File: config.mk
export PLATFORM = sky130hd
export DESIGN_NAME = nw_systolic_scorer
export DESIGN_NICKNAME = d
export VERILOG_FILES = /design/src/rtl/nw_systolic_scorer.sv
export SDC_FILE = /design/constraint.sdc
export NUM_CORES = 2
export LEC_CHECK = 0
export BUFFER_PORTS_ARGS = -buffer_cell sky130_fd_sc_hd__buf_2
export CAP_MARGIN = 15
export CELL_PAD_IN_SITES_DETAIL_PLACEMENT = 0
export CELL_PAD_IN_SITES_GLOBAL_PLACEMENT = 1
export CORE_AREA = 2 2 407 409
export DETAILED_ROUTE_END_ITERATION = 8
export DIE_AREA = 0 0 409 411
export HOLD_SLACK_MARGIN = 0.08
export PLACE_DENSITY = 0.83
export SLEW_MARGIN = 10
export SYNTH_ARGS = -nofsm -noshare
export SYNTH_HDL_FRONTEND = slang
export SYNTH_SLANG_ARGS = --single-unit
File: constraint.sdc
create_clock -name clk -period 17.96 [get_ports clk]
set_clock_uncertainty 0.15 [all_clocks]
set_input_delay 3.592 -clock clk [delete_from_list [all_inputs] [get_ports clk]]
set_output_delay 3.592 -clock clk [all_outputs]
set_load 0.03 [all_outputs]
File: src/rtl/nw_systolic_scorer.sv
// Linear systolic Needleman-Wunsch scorer: one PE per query character,
// subject streamed through the PE row, final H[len1][len2] returned.
module nw_systolic_scorer #(
  parameter int PE_COUNT = 16,
  parameter int CWIDTH   = 2,
  parameter int SWIDTH   = 16,
  parameter int LWIDTH   = 8
) (
  input  logic                     clk,
  input  logic                     reset,
  input  logic signed [SWIDTH-1:0] cfg_match,
  input  logic signed [SWIDTH-1:0] cfg_mismatch,
  input  logic signed [SWIDTH-1:0] cfg_indel,
  input  logic                     q_load,
  input  logic [CWIDTH-1:0]        q_char,
  input  logic                     q_clear,
  input  logic                     start,
  input  logic                     s_valid,
  input  logic [CWIDTH-1:0]        s_char,
  input  logic                     s_last,
  output logic                     s_ready,
  output logic [LWIDTH-1:0]        q_len,
  output logic                     q_full,
  output logic                     busy,
  output logic signed [SWIDTH-1:0] score,
  output logic                     score_valid
);

  localparam int KW = (PE_COUNT > 1) ? $clog2(PE_COUNT) : 1;

  typedef enum logic [1:0] {IDLE, RUN, DRAIN} state_t;

  state_t state, state_d;

  logic signed [SWIDTH-1:0] w_match, w_mis, w_indel;
  logic [CWIDTH-1:0]        q_mem [PE_COUNT];

  logic                     hs, idle, start_ok, done;
  logic [KW-1:0]            li;
  logic signed [SWIDTH-1:0] bnd, bnd_nx, acc;

  logic                     in_v, in_last;
  logic [CWIDTH-1:0]        in_c;
  logic signed [SWIDTH-1:0] in_left, in_diag;

  // Registers toward PE k+1; d[k] holds the diag for PE k+1.
  logic                     pv [PE_COUNT-1];
  logic                     pl [PE_COUNT-1];
  logic [CWIDTH-1:0]        pc [PE_COUNT-1];
  logic signed [SWIDTH-1:0] d  [PE_COUNT-1];
  logic signed [SWIDTH-1:0] h  [PE_COUNT];

  logic                     iv   [PE_COUNT];
  logic                     il   [PE_COUNT];
  logic [CWIDTH-1:0]        ic   [PE_COUNT];
  logic signed [SWIDTH-1:0] left [PE_COUNT];
  logic signed [SWIDTH-1:0] diag [PE_COUNT];
  logic signed [SWIDTH-1:0] hn   [PE_COUNT];
  logic signed [SWIDTH-1:0] init [PE_COUNT];

  function automatic logic signed [SWIDTH-1:0] max3(
    input logic signed [SWIDTH-1:0] a,
    input logic signed [SWIDTH-1:0] b,
    input logic signed [SWIDTH-1:0] c
  );
    logic signed [SWIDTH-1:0] m;
    m = (a > b) ? a : b;
    return (m > c) ? m : c;
  endfunction

  assign idle    = (state == IDLE);
  assign s_ready = (state == RUN);
  assign busy    = !idle;
  assign hs      = s_valid & s_ready;
  assign bnd_nx  = bnd + w_indel;
  assign li      = KW'(q_len - LWIDTH'(1));
  assign start_ok = idle && start &&
                    ((q_len != '0) || (q_load && !q_clear));
  assign done    = (state == DRAIN) && iv[li] && il[li];

  always_comb begin
    acc = '0;
    for (int k = 0; k < PE_COUNT; k++) begin
      acc     = acc + cfg_indel;
      init[k] = acc;
    end
    iv[0]   = in_v;
    il[0]   = in_last;
    ic[0]   = in_c;
    left[0] = in_left;
    diag[0] = in_diag;
    for (int k = 1; k < PE_COUNT; k++) begin
      iv[k]   = pv[k-1];
      il[k]   = pl[k-1];
      ic[k]   = pc[k-1];
      left[k] = h[k-1];
      diag[k] = d[k-1];
    end
    for (int k = 0; k < PE_COUNT; k++) begin
      hn[k] = max3(diag[k] + ((ic[k] == q_mem[k]) ? w_match : w_mis),
                   h[k] + w_indel,
                   left[k] + w_indel);
    end
  end

  always_comb begin
    state_d = state;
    unique case (state)
      IDLE:    if (start_ok) state_d = RUN;
      RUN:     if (hs && s_last) state_d = DRAIN;
      DRAIN:   if (done) state_d = IDLE;
      default: state_d = IDLE;
    endcase
  end

  always_ff @(posedge clk) begin
    if (!reset) begin
      state       <= IDLE;
      q_len       <= '0;
      q_full      <= 1'b0;
      score       <= '0;
      score_valid <= 1'b0;
      w_match     <= '0;
      w_mis       <= '0;
      w_indel     <= '0;
      bnd         <= '0;
      in_v        <= 1'b0;
      in_last     <= 1'b0;
      in_c        <= '0;
      in_left     <= '0;
      in_diag     <= '0;
      for (int k = 0; k < PE_COUNT; k++) begin
        q_mem[k] <= '0;
        h[k]     <= '0;
      end
      for (int k = 0; k < PE_COUNT-1; k++) begin
        pv[k] <= 1'b0;
        pl[k] <= 1'b0;
        pc[k] <= '0;
        d[k]  <= '0;
      end
    end else begin
      state       <= state_d;
      score_valid <= done;
      if (done) score <= hn[li];
      if (idle && q_clear) begin
        q_len  <= '0;
        q_full <= 1'b0;
      end else if (idle && q_load) begin
        if (q_len == LWIDTH'(PE_COUNT)) begin
          q_full <= 1'b1;
        end else begin
          q_mem[q_len[KW-1:0]] <= q_char;
          q_len <= q_len + LWIDTH'(1);
        end
      end
      in_v    <= hs;
      in_last <= hs & s_last;
      if (hs) begin
        in_c    <= s_char;
        in_left <= bnd_nx;
        in_diag <= bnd;
        bnd     <= bnd_nx;
      end
      for (int k = 0; k < PE_COUNT-1; k++) begin
        pv[k] <= iv[k];
        if (iv[k]) begin
          pc[k] <= ic[k];
          pl[k] <= il[k];
        end
      end
      for (int k = 1; k < PE_COUNT; k++) begin
        if (iv[k]) d[k-1] <= left[k];
      end
      for (int k = 0; k < PE_COUNT; k++) begin
        if (iv[k]) h[k] <= hn[k];
      end
      // Row 0 boundary: H[0][j] = j*indel, built by repeated addition.
      if (start_ok) begin
        w_match <= cfg_match;
        w_mis   <= cfg_mismatch;
        w_indel <= cfg_indel;
        bnd     <= '0;
        in_v    <= 1'b0;
        for (int k = 0; k < PE_COUNT; k++) h[k] <= init[k];
        for (int k = 0; k < PE_COUNT-1; k++) begin
          pv[k] <= 1'b0;
          d[k]  <= init[k];
        end
      end
    end
  end

endmodule

=== Word-level counts from Yosys, hierarchy flattened ===
Memories as Yosys holds them, arrays and structs flattened.
Index checks and enable logic that the tools add are counted.

* Eq/ne operators: 22
* Muxes and demuxes: 244
* Multiply operators: 0
* Order comparisons: 33
* Add/subtract/negate cells: 51
* Bitwise operators: 127
* Reduce and logical (&&, ||, !) cells: 19
* Shift operators: 0
* Divide/modulo/power cells: 0

{| class="wikitable"
|+ Operators with widths
! cell !! count
|-
| 16-bit two-way mux || 112
|-
| 16-bit adder || 49
|-
| 16-bit greater-than comparator || 32
|-
| 1-bit OR || 122
|-
| 1-bit two-way mux || 108
|-
| 16-bit binary-select mux with 4-bit select || 1
|-
| 2-bit two-way mux || 19
|-
| 2-bit == test || 16
|-
| 8-bit by 1-bit adder with 8-bit output (second input constant) || 1
|-
| 1-bit binary-select mux with 4-bit select || 2
|-
| 8-bit by 5-bit == test with 1-bit output (second input constant) || 1
|-
| 1-bit logical AND || 8
|-
| 8-bit nonzero test || 1
|-
| 2-bit one-hot mux with 3 select lines || 1
|-
| 2-bit OR reduction || 3
|-
| 5-bit greater-or-equal comparator (second input constant) || 1
|-
| 4-bit inverter with 5-bit output || 1
|-
| 4-bit two-way mux || 1
|-
| 2-bit by 1-bit != test with 1-bit output (second input constant) || 2
|-
| 2-bit AND reduction || 2
|-
| 4-bit by 1-bit subtractor with 4-bit output (second input constant) || 1
|-
| 3-bit AND reduction || 1
|-
| 1-bit bitwise AND || 2
|-
| 2-bit by 1-bit == test with 1-bit output (second input constant) || 1
|-
| other kinds (6) || 8
|}

* ROM bits: 0
* Logic and storage cells: 516
* Bits of input ports: 59
* Bits in writable memories: 588
* Latch bits: 0
* Register bits: 128
* Memories: 6
* Output and inout bits: 28

{| class="wikitable"
|+ Memories
! memory !! depth !! width !! rd ports !! clocked after Yosys merged registers in !! write ports !! line !! RTL
|-
| h || 16 || 16 || 16 || 0 || 16 || 51 || <nowiki>logic signed [SWIDTH-1:0] h [PE_COUNT];</nowiki>
|-
| d || 15 || 16 || 15 || 0 || 15 || 50 || <nowiki>logic signed [SWIDTH-1:0] d [PE_COUNT-1];</nowiki>
|-
| q_mem || 16 || 2 || 16 || 0 || 16 || 36 || <nowiki>logic [CWIDTH-1:0] q_mem [PE_COUNT];</nowiki>
|-
| pc || 15 || 2 || 15 || 0 || 15 || 49 || <nowiki>logic [CWIDTH-1:0] pc [PE_COUNT-1];</nowiki>
|-
| pl || 15 || 1 || 15 || 0 || 15 || 48 || <nowiki>logic pl [PE_COUNT-1];</nowiki>
|-
| pv || 15 || 1 || 15 || 0 || 15 || 47 || <nowiki>logic pv [PE_COUNT-1];</nowiki>
|}

=== Depth between registers and ports, before layout ===
* Depth after elaboration: 16
* Mapped depth: 65
* Gate-level depth less buffers: 64

=== Worst setup path before layout ===
No wires, ideal clock.

* Path kind: input to register
* Start point: input port cfg_indel[0]
* End point: memory h[15][15] (netlist: h[1][127]) (data pin)
* Library setup time: 0.138 ns
* Required time: 17.672 ns
* Setup slack: 2.284 ns
* Arrival time: 15.389 ns
* Stages on the path: 59
* Path buffers: 1
* Cells stage by stage: ha_1 > fa_1 > ha_1 > clkbuf_1 > nor2b_1 > o21a_1 > o21a_1 > nor2_1 > ha_1 > o21a_1 > o31ai_2 > a21boi_0 > ha_1 > nand2_1 > nand2_1 > a2111oi_0 > nor2_1 > xnor2_1 > [23 not listed] > a211oi_1 > xnor2_1 > ha_1 > a21o_1 > a31oi_1 > xnor2_1 > ha_1 > a21oi_1 > a31oi_1 > xor2_1 > ha_1 > and3_1 > a211oi_1 > o21bai_1 > xnor2_1 > nand2_1 > or3_1 > nand4_1

{| class="wikitable"
|+ RTL lines
! item !! line !! RTL
|-
| from (decl) || 13 || <nowiki>input logic signed [SWIDTH-1:0] cfg_indel,</nowiki>
|-
| to (decl) || 51 ||
|}

==> impl_metrics.toml <==
[timing]
fmax_mhz = 58.4
final.period_utilization_pct = 95.3
setup_viol = 0
final.setup.tns_ns = 0
rsz0062_at_grt = "no"
holdWs_ns = 0.305
hold_viol = 0
relSlewSlack_pct = 0.700
worst_pin_slew_ns = 1.48
finalCriticalPeriod_ns = 17.12
maxSlewViolCount = 0
setup_slack_ns = 0.840

[clock_network]
cts_sinks = 716
cts_buffers = 92
cts_resized = 0
post_cts_buffers = 0
htreeDepth = 3
cts_root_buffer = "clkbuf_16"
cts_tree = "done"
clkLatencyLatePin_ns = 0.79
clk_pin_slew_ns = 0.06
clock_path_buffers = 3
cts-hold-fix-buffers = 0

[yosys]
synth_edf_count = 580
syn_area_per_cell_um2 = 8.50
yosysTopAreaCell = "edfxtp_1"
synthTopCellsByCount = "ha_1, nand2_1, a21oi_1, inv_1, nor2_1"
synth.area.top_cells = "edfxtp_1, ha_1, nand2_1"
synth.most_common_cell = "ha_1"
yosysTopAreaCellShare_pct = 21.4
postSynth.asyncResetShare_pct = 0
synth-seq-area-share_pct = 24.7
yosys_register_bits = 716
synthesis.area_um2 = 81500
ys.flop_type = "edfxtp_1"
synth_cell_type_count = 90
synth_cells = 9586
ys_warn_count = 0

[setup_path]
crit_type = "primary input to register"
rr_worst_depth = 37
cp_common_cell = "ha_1"
reg2reg_from = "pc[0][15]"
critPathMaxFanout = 13
worstSetupEndpointType = "register"
rrSetupSlack_ns = 6.04
critPathRequiredTime_ns = 18.39
r2r-end = "score[12]"
cp_slowest_stage_delay_ns = 0.58
cp-start-kind = "primary input"
crit_slowest_cell = "nor3_1"
arrival_ns = 17.55

[finish]
nets = 11100
final_layout_size_suffix_gt1_share_pct = 10.5
synthToLayoutAreaGrowth_pct = 9.54

[global_routing]
grt_max_degree = 104
antenna_found_initial = 67
grt_usage_pct = 47.1
grt_pass1_wl_um = 560000
grt_pass1_vias = 74300
grt.overflow.total = 0

[hold_path]
min-delay-start = "w_match[15]"
min_path_cells = 2
min_path_type = "register to register"
min_to = "w_match[15]"

[placement]
port_buffers = 86
place_congestion = 1.09
hpwl_um = 321000
dp_slack_ns = 0.385

[route]
num_vias = 81000
final_antenna_net_count = 0
routed_wirelength_um = 412000
via_per_inst = 6.70
firstDrtPassIters = 9
route.detailed.wl_per_inst_um = 34.1
drtIter0Drc = 11100
drc = 3

[status]
violations = "DRC, capacitance limit"
status = "complete, but fails checks"

[floorplanning]
rows = 149
dieArea_um2 = 168000
coreArea_um2 = 164000
die_x_um = 409
start_util_pct = 49.7
dieHeight_um = 411
io_pins = 87

[flow_run]
drv_cap = 1
-- stage by stage --
stage	std cells	cell area [um2]	utilization, %
floorplan	9593	81500	-
finish	12100	89300	54.5
CTS	12000	89100	54.3
global placement	11800	85900	52.4
global route	12000	89100	54.4
detailed placement	11800	85900	52.4
-- logic make-up after synthesis --
family                     after synthesis  share of synthesized area [%]
xor gates and xnor gates               638                           6.93
and+or+nand+nor                       2802                           15.8
AOI/OAI and AO/OA                     2668                           20.8
muxes                                  561                           7.65
adders and majority gates             1256                           19.7
other                                    1                        0.00460
buffers and inverters                  944                           4.35
DFF                                    716                           24.7
-- worst max path at each step --
stage	startpoint	end	slack (ns)
floorplan	cfg_indel[0]	h[1][127]	2.28
global placement	cfg_indel[1]	h[1][127]	0.60
detailed placement	cfg_indel[1]	h[1][127]	0.38
CTS	cfg_indel[1]	h[1][127]	1.08
global route	cfg_indel[1]	h[1][127]	0.03
finish	cfg_indel[1]	h[1][127]	0.84
-- worst max-delay path: cells and delay by family --
kind / cells / cell delay [ns]
AO/OA/AOI/OAI: 16 / 2.91
AND/OR/NAND/NOR: 10 / 2.00
XOR/XNOR: 12 / 3.05
buffers and inverters: 7 / 1.12
adder cells (fa/ha/maj): 14 / 4.83
-- routing by layer --
metal	share of wire, %	GRT usage (%)	vias to the layer above
li1	-	-	35500
met1	36	55.6	38400
met2	42	70.2	5484
met3	11	12.1	1528
met4	10	42.7	24
met5	0.036	0	-
-- layout make-up --
cell class	instances	area, um2
Fill cell	15200	74600
Antenna cell	72	180
Clock inverter	47	604
Inverter	630	2370
Tap cell	2189	2740
Sequential cell	716	20200
Timing Repair Buffer	371	2620
Multi-Input combinational cell	7933	58000
Clock buffer	126	2540
-- registers in the layout, indices dropped and copies added, names as in the netlist, 2 cells and up --
signal   count
h          256
in_left     16
in_c         2
in_diag     16
w_match     16
pv          15
pl          15
pc          30
d          240
q_mem       32
score       16
q_len        8
bnd         16
w_indel     16
state        2
w_mis       16
-- cell usage in the layout, fill, tap and decap left out, types with 176 or more instances in the layout --
cell type / netlist / layout
edfxtp_1: 580 / 580
nor3_1: 182 / 182
inv_1: 625 / 624
xnor2_1: 398 / 396
nor2_1: 581 / 575
buf_4: 0 / 280
nand2_1: 1145 / 1142
o21a_1: 176 / 176
o21ai_0: 570 / 564
mux2_2: 376 / 376
xor2_1: 235 / 233
a21o_1: 295 / 295
a21oi_1: 817 / 815
ha_1: 1215 / 1214
Power is left out: the tool's default activity adds up to more than one toggle a clock period on the data nets, which glitch-free logic cannot reach.
